$ cat src/rtl/deserializer_pkg.sv
// Shared constants and helpers for the serial-link deserializer.
package deserializer_pkg;

  localparam int DATA_W_DEF   = 16;
  localparam int MIN_BITS_DEF = 3;

  localparam logic [0:0] ST_IDLE    = 1'b0;
  localparam logic [0:0] ST_COLLECT = 1'b1;

  // Shift that moves an nbits-long right-aligned burst up to the MSB end of a word.
  function automatic int unsigned lalign_shift(input int unsigned width, input int unsigned nbits);
    return width - nbits;
  endfunction

endpackage

$ cat src/rtl/deser_shift_cnt.sv
// Serial-in shift register and bit counter; counter wraps to 0 on the bit that completes a word.
// Single-cycle update, no flow control of its own.
module deser_shift_cnt
  import deserializer_pkg::*;
#(
  parameter int DATA_W = DATA_W_DEF,
  parameter int MOD_W  = $clog2(DATA_W)
) (
  input  logic              clk_i,
  input  logic              rst_n_i,
  input  logic              shift_en,
  input  logic              ser_bit,
  input  logic              clr,
  output logic [DATA_W-1:0] shreg,
  output logic [DATA_W-1:0] shreg_nxt,
  output logic [MOD_W-1:0]  cnt,
  output logic              last_bit
);

  assign shreg_nxt = {shreg[DATA_W-2:0], ser_bit};
  // The bit currently being shifted in is the final bit of a full word.
  assign last_bit  = (cnt == MOD_W'(DATA_W - 1));

  always_ff @(posedge clk_i or negedge rst_n_i) begin
    if (!rst_n_i) begin
      shreg <= '0;
      cnt   <= '0;
    end else if (clr) begin
      shreg <= '0;
      cnt   <= '0;
    end else if (shift_en) begin
      shreg <= shreg_nxt;
      cnt   <= last_bit ? '0 : cnt + 1'b1;
    end
  end

endmodule

$ cat src/rtl/deserializer.sv
// deserializer: MSB-first serial bits to left-aligned words; 1-cycle latency, no backpressure.
// Defining DESERIALIZER_RUNT_ERR_EN adds runt_err_o, pulsed when a too-short burst is dropped.
module deserializer
  import deserializer_pkg::*;
#(
  parameter int DATA_W   = DATA_W_DEF,
  parameter int MOD_W    = $clog2(DATA_W),
  parameter int MIN_BITS = MIN_BITS_DEF
) (
  input  logic              clk_i,
  input  logic              rst_n_i,
  input  logic              ser_data_i,
  input  logic              ser_data_val_i,
  output logic [DATA_W-1:0] deser_data_o,
  output logic [MOD_W-1:0]  deser_data_mod_o,
  output logic              deser_data_val_o,
  output logic              busy_o
`ifdef DESERIALIZER_RUNT_ERR_EN
  ,
  output logic              runt_err_o
`endif
);

  logic [0:0]        state_q;
  logic [DATA_W-1:0] shreg;
  logic [DATA_W-1:0] shreg_nxt;
  logic [MOD_W-1:0]  cnt;
  logic              last_bit;
  logic              burst_end;
  logic              word_done;
  logic              keep_partial;
  logic [MOD_W-1:0]  shamt;

  assign burst_end    = (state_q == ST_COLLECT) && !ser_data_val_i;
  assign word_done    = (state_q == ST_COLLECT) && ser_data_val_i && last_bit;
  assign keep_partial = (cnt >= MOD_W'(MIN_BITS));
  assign shamt        = MOD_W'(lalign_shift(DATA_W, 32'(cnt)));
  assign busy_o       = (state_q == ST_COLLECT);

  deser_shift_cnt #(
    .DATA_W (DATA_W),
    .MOD_W  (MOD_W)
  ) u_shift_cnt (
    .clk_i     (clk_i),
    .rst_n_i   (rst_n_i),
    .shift_en  (ser_data_val_i),
    .ser_bit   (ser_data_i),
    .clr       (burst_end),
    .shreg     (shreg),
    .shreg_nxt (shreg_nxt),
    .cnt       (cnt),
    .last_bit  (last_bit)
  );

  always_ff @(posedge clk_i or negedge rst_n_i) begin
    if (!rst_n_i) begin
      state_q          <= ST_IDLE;
      deser_data_o     <= '0;
      deser_data_mod_o <= '0;
      deser_data_val_o <= 1'b0;
`ifdef DESERIALIZER_RUNT_ERR_EN
      runt_err_o       <= 1'b0;
`endif
    end else begin
      deser_data_val_o <= 1'b0;
`ifdef DESERIALIZER_RUNT_ERR_EN
      runt_err_o       <= 1'b0;
`endif
      case (state_q)
        ST_IDLE: begin
          if (ser_data_val_i) state_q <= ST_COLLECT;
        end
        default: begin
          // A full word captures the incoming bit too, so the next word can start without a gap.
          if (word_done) begin
            deser_data_o     <= shreg_nxt;
            deser_data_mod_o <= '0;
            deser_data_val_o <= 1'b1;
            state_q          <= ST_IDLE;
          end else if (burst_end) begin
            if (keep_partial) begin
              deser_data_o     <= shreg << shamt;
              deser_data_mod_o <= cnt;
              deser_data_val_o <= 1'b1;
            end
`ifdef DESERIALIZER_RUNT_ERR_EN
            else begin
              runt_err_o <= 1'b1;
            end
`endif
            state_q <= ST_IDLE;
          end
        end
      endcase
    end
  end

endmodule

$ cat config.mk
export PLATFORM = sky130hd
export DESIGN_NAME = deserializer
export DESIGN_NICKNAME = d
export VERILOG_FILES = /design/src/rtl/deserializer_pkg.sv /design/src/rtl/deser_shift_cnt.sv /design/src/rtl/deserializer.sv
export SDC_FILE = /design/constraint.sdc
export NUM_CORES = 1
export LEC_CHECK = 0
export ABC_AREA = 1
export CORE_AREA = 2 2 77 79
export CTS_CLUSTER_SIZE = 25
export DETAILED_ROUTE_END_ITERATION = 8
export DIE_AREA = 0 0 79 81
export PLACE_DENSITY = 0.74
export SYNTH_ARGS = -nofsm -noshare
export SYNTH_HDL_FRONTEND = slang
export SYNTH_SLANG_ARGS = --single-unit
$ cat constraint.sdc
create_clock -name clk_i -period 2.39 [get_ports clk_i]
set_clock_uncertainty 0.1 [all_clocks]
set_input_delay 0.478 -clock clk_i [delete_from_list [all_inputs] [get_ports clk_i]]
set_output_delay 0.478 -clock clk_i [all_outputs]
set_load 0.01 [all_outputs]
After elaboration in Yosys (flattened, before gate mapping)
Cells that the tools add are included.
{"block": "totals", "regBits": 42, "romBits": 0, "inputBits": 4, "latch_bits": 0, "word_cells": 38, "out_inout_bits": 22, "ram_bits": 0, "mem_count": 0}
{"block": "op_classes", "bitwise": 0, "n_mul": 0, "n_eq_ne": 1, "mux": 19, "n_shift": 1, "magnitude_cmp": 1, "div_mod_pow": 0, "n_addsub": 2, "reduce_logical": 8}
{"cell": "$mux W16", "n": 5}
{"cell": "$mux W4", "n": 6}
{"cell": "$shl A16 B4 Y16", "n": 1}
{"cell": "$mux W1", "n": 8}
{"cell": "$reduce_bool A2 Y1", "n": 3}
{"cell": "$add A4 B1 Y4 const B", "n": 1}
{"cell": "$eq A4 B4 Y1 const B", "n": 1}
{"cell": "$ge A4 B2 Y1 const B", "n": 1}
{"cell": "$sub A1 B4 Y4 const A", "n": 1}
{"cell": "$logic_and A1 B1 Y1", "n": 3}
{"cell": "$reduce_and A3 Y1", "n": 1}
{"cell": "$logic_not A1 Y1", "n": 1}

Logic depth before layout (Yosys ltp)
{"block": "logic_depth", "depth_word": 5, "ltp_mapped": 12, "mapped_depth_nobuf": 11}

Hierarchy
From an unflattened synthesis, not the netlist that was laid out.
{"block": "unflattened", "cells_unflattened": 354, "area_unflattened_um2": 2702.6}
{"module": "deserializer", "cells_each": 259, "n_inst": 1, "seq_area_each_um2": 550.5, "area_each_um2": 1704.1}
{"module": "deser_shift_cnt", "cells_each": 95, "n_inst": 1, "seq_area_each_um2": 500.5, "area_each_um2": 998.5}

Worst setup path after synthesis
OpenSTA, ideal clock, no wires.
{"block": "synth_path", "path_kind": "register -> register", "startpoint": "register u_shift_cnt.cnt[0]", "endpoint": "register deser_data_o[8]", "path_stages_with_launch": 12, "required_ns": 2.225, "t_arrival_ns": 1.771, "setup_time_ns": 0.065, "period_less_slack_ns": 1.936, "n_path_buf": 2, "slack_ns": 0.454, "cell_sequence": "dfrtp_1 inv_2 buf_2 ha_1 inv_2 buf_2 nand3_1 nor2_1 nand2_1 nand3_1 o21ai_0 nand2_1"}
{"block": "synth_via", "elab_chain_len": 5, "elab_cells_between_ends": 11, "cone_classes": "add/sub (1); order compare (1); eq/ne (1); shift (1); mux (3); reduce/logical (4)"}
{"element": "start, declared", "line": "deser_shift_cnt.sv:16", "rtl": "output logic [MOD_W-1:0] cnt,"}
{"element": "start signal, assigned", "line": "deser_shift_cnt.sv:33", "rtl": "cnt <= last_bit ? '0 : cnt + 1'b1;"}
{"element": "$sub A1 B4 Y4", "line": "deserializer_pkg.sv:12", "rtl": "return width - nbits;"}
{"element": "$shl A16 B4 Y16", "line": "deserializer.sv:82", "rtl": "deser_data_o <= shreg << shamt;"}
{"element": "$mux W16", "line": "deserializer.sv:81", "rtl": "if (keep_partial) begin"}
{"element": "$mux W16", "line": "deserializer.sv:80", "rtl": "end else if (burst_end) begin"}
{"element": "$mux W16", "line": "deserializer.sv:75", "rtl": "if (word_done) begin"}
{"element": "end signal, assigned", "line": "deserializer.sv:76", "rtl": "deser_data_o <= shreg_nxt;"}
{"element": "end signal, assigned", "line": "deserializer.sv:82"}
{"element": "end, declared", "line": "deserializer.sv:14", "rtl": "output logic [DATA_W-1:0] deser_data_o,"}
Several ways; a longest one is shown, not always the timed one. The select of a mux whose other input is x is not followed.
A chain may end at the register's enable or synchronous reset.

Final worst setup path
{"block": "layout_path", "startpoint": "register u_shift_cnt.cnt[0]", "endpoint": "register deser_data_o[10]"}
The elaborated chain is that of the path after synthesis.

==> impl_results.md <==
- Startpoint Class: register
- Total wire length: 5780 um
- Initial core utilization: 0.426
- Yosys top cell area share: 0.435
- Core footprint: 5680 sq um
- Yosys reg bits: 42
- Syn_area_per_cell: 7.39 sq um
- Setup bufs post-CTS: 0
- GRT Total Usage: 0.198
- Vias in the first global route: 2,091
- Area taken by multi-input logic gates: 1160 sq um
- Clk sinks: 42
- Pre-CTS WS: 0.196 ns
- Final Wtd Congestion: 0.940
- Worst EP required: 2.48 ns
- Setup WS post-layout: 0.499 ns
- Post-CTS sizing: 0
- Most frequent cells in the layout: 102 x nand2_1, 54 x nand3_1, 42 x dfrtp_1
- Vias after detailed routing: 2,306
- Final Hold Viols: 0
- Max-cap violation count: 0
- Worst Hold Class: in -> async
- Port bufs: 25
- Clock Path Buffers: 2
- DRC: 0
- Clk root buf: clkbuf_8
- DRT iter0 DRCs: 277
- Hpwl dp: 4400 um
- Fill count: 560
- Ports: 26
- Worst setup EP type: register
- # nets final: 360
- Slowest cell on the critical path: dfrtp_1
- Outcome: finished, final reports clean
- Die boundary width: 79 um
- Die height: 81 um
- Yosys cell types: 31
- Slowest stage delay, CP: 0.41 ns
- First-pass GRT wire length: 10,000 um
- Netlist Area Pre-Place: 2420 sq um
- Antenna violations before repair: 0
- Cell Area, Placed: 2730 sq um
- Post-CTS Hold Buffers: 0
- Routed Antenna Nets: 0
- Worst-Skew Late Latency: 0.30 ns
- Die area: 6400 sq um
- PwrDens: 984 nW/um^2
- TNS Setup: 0 ns
- # diodes: 0
- Overflow after GRT: 0
- Tcrit/Tclk final: 0.791
- Unrepaired setup endpoints after global routing: no
- Sequential standard cell area: 1050 sq um
- Area grow syn2layout: 17.6%
- Synth area leaders: dfrtp_1 43%, nand2_1 16%, nand3_1 11%, o22ai_1 4.7%, inv_1 3.6%
- Leak: 1.28 nW
- Final slew viol count: 0
- CP cell instances: inv_2 -> ha_1 -> inv_2 -> nand3_1 -> nand2_1 -> nor2_1 -> nand2_1 -> o21ai_0 -> nand2_1 -> nand3_1
- Seq/Total Area, Yosys: 0.435
- Share of cells above drive strength 1: 0.104
- H-tree depth reported by CTS: 2
- WL per Instance: 13.4 um
- Pin count of the biggest net entering global routing: 24
- FMAX: 529 MHz
- Drt pass-1 iters: 5
- Rel. slew slack: 0.707
- Final setup violation count: 0
- VDD IR max: 0.369 mV
- CP most frequent cell: nand2_1
- Fin area: 2840 sq um
- Post-Synthesis Net Count: 333
- Synth Instances: 327
- # rows: 28
- CTS tree: yes
- Crit path kind: reg -> reg
- TritonCTS Buffers: 5
- Fin crit period: 1.89 ns
- Reg clk slew, reported paths: 0.07 ns
- Warnings from Yosys: 0
- Most common cell after layout, fill and taps aside: nand2_1
- Yosys top cell by area: dfrtp_1
- CP arrival: 1.98 ns
- Worst-path fanout max: 17
- Vias/cell: 5.36
- Worst-Margin Slew: 0.440 ns
synth_stat cells (all sizes together):
library cell,count
o211ai,2
clkinv,1
nand3b,1
buf,13
clkbuf,2
ha,2
a22oi,1
nor3,2
nand2,103
o22ai,18
o21ai,14
xor2,1
or2,2
nand4,1
inv,28
dfrtp,42
nor2,23
a21oi,16
nand3,55
through the flow:
stage	power, W	hold WS [ns]	cells	util
final	0.00280	0.0124	430	0.501
after global placement	0.00226	0.332	422	0.481
after floorplan	0.00177	0.0824	327	-
after detailed placement	0.00227	0.340	422	0.481
after global routing	0.00300	0.0386	430	0.501
after CTS	0.00281	0.0173	430	0.501
where the power goes:
group | total, W | switching, W | internal (W)
logic | 0.00127 | 0.000702 | 0.000565
clock network | 0.000527 | 0.000236 | 0.000291
registers | 0.00100 | 0.000118 | 0.000886
layout make-up:
cell class,count,area share
well taps,75,0.0330
clock buffers,8,0.0387
flip-flops and latches,42,0.370
inverters,29,0.0392
repair buffers,35,0.113
multi-input cells,241,0.407
final timing paths:
| kind | start | endpoint | slack [ns] | depth (start not counted) |
|---|---|---|---|---|
| worst min-delay path | rst_n_i | u_shift_cnt.shreg[14] | 0.01 | 1 |
| min in group clk_i | deser_data_o[15] | deser_data_o[15] | 0.39 | 2 |
| worst max register to register | u_shift_cnt.cnt[0] | deser_data_o[10] | 0.50 | 10 |
| max in group asynchronous | rst_n_i | deser_data_o[5] | 1.54 | 2 |
| worst min register to register | deser_data_o[15] | deser_data_o[15] | 0.39 | 2 |
| worst max-delay path | u_shift_cnt.cnt[0] | deser_data_o[10] | 0.50 | 10 |
sequential cells by signal, summed over array words and instances (netlist names):
name and count:
u_shift_cnt.shreg 16, deser_data_o 16, u_shift_cnt.cnt 4, busy_o 1, deser_data_mod_o 4, deser_data_val_o 1
logic make-up after synthesis:
kind of cell               Yosys count  synth area share
AOI/OAI and AO/OA                   51             0.123
adders and majority gates            2            0.0104
and+or+nand+nor                    187             0.342
DFF                                 42             0.435
xor gates and xnor gates             1           0.00362
buffers and inverters               44            0.0870
per-layer routing:
metal,share of wire,global-route usage,vias to the layer above,wire length [um]
met5,0,0,-,0
met4,0.016,0.0707,0,94
met3,0.068,0.0456,10,391
met2,0.47,0.306,99,2690
met1,0.45,0.272,1061,2600
li1,-,-,1136,-
critical path: cells and delay by family, from the launching register on:
| kind | cells | cell delay [ns] |
|---|---|---|
| simple gates | 6 | 0.51 |
| flops | 1 | 0.41 |
| buf+inv | 2 | 0.32 |
| fa+ha+maj | 1 | 0.32 |
| compound gates | 1 | 0.09 |
No activity file was read; power rests on OpenSTA's default activity.
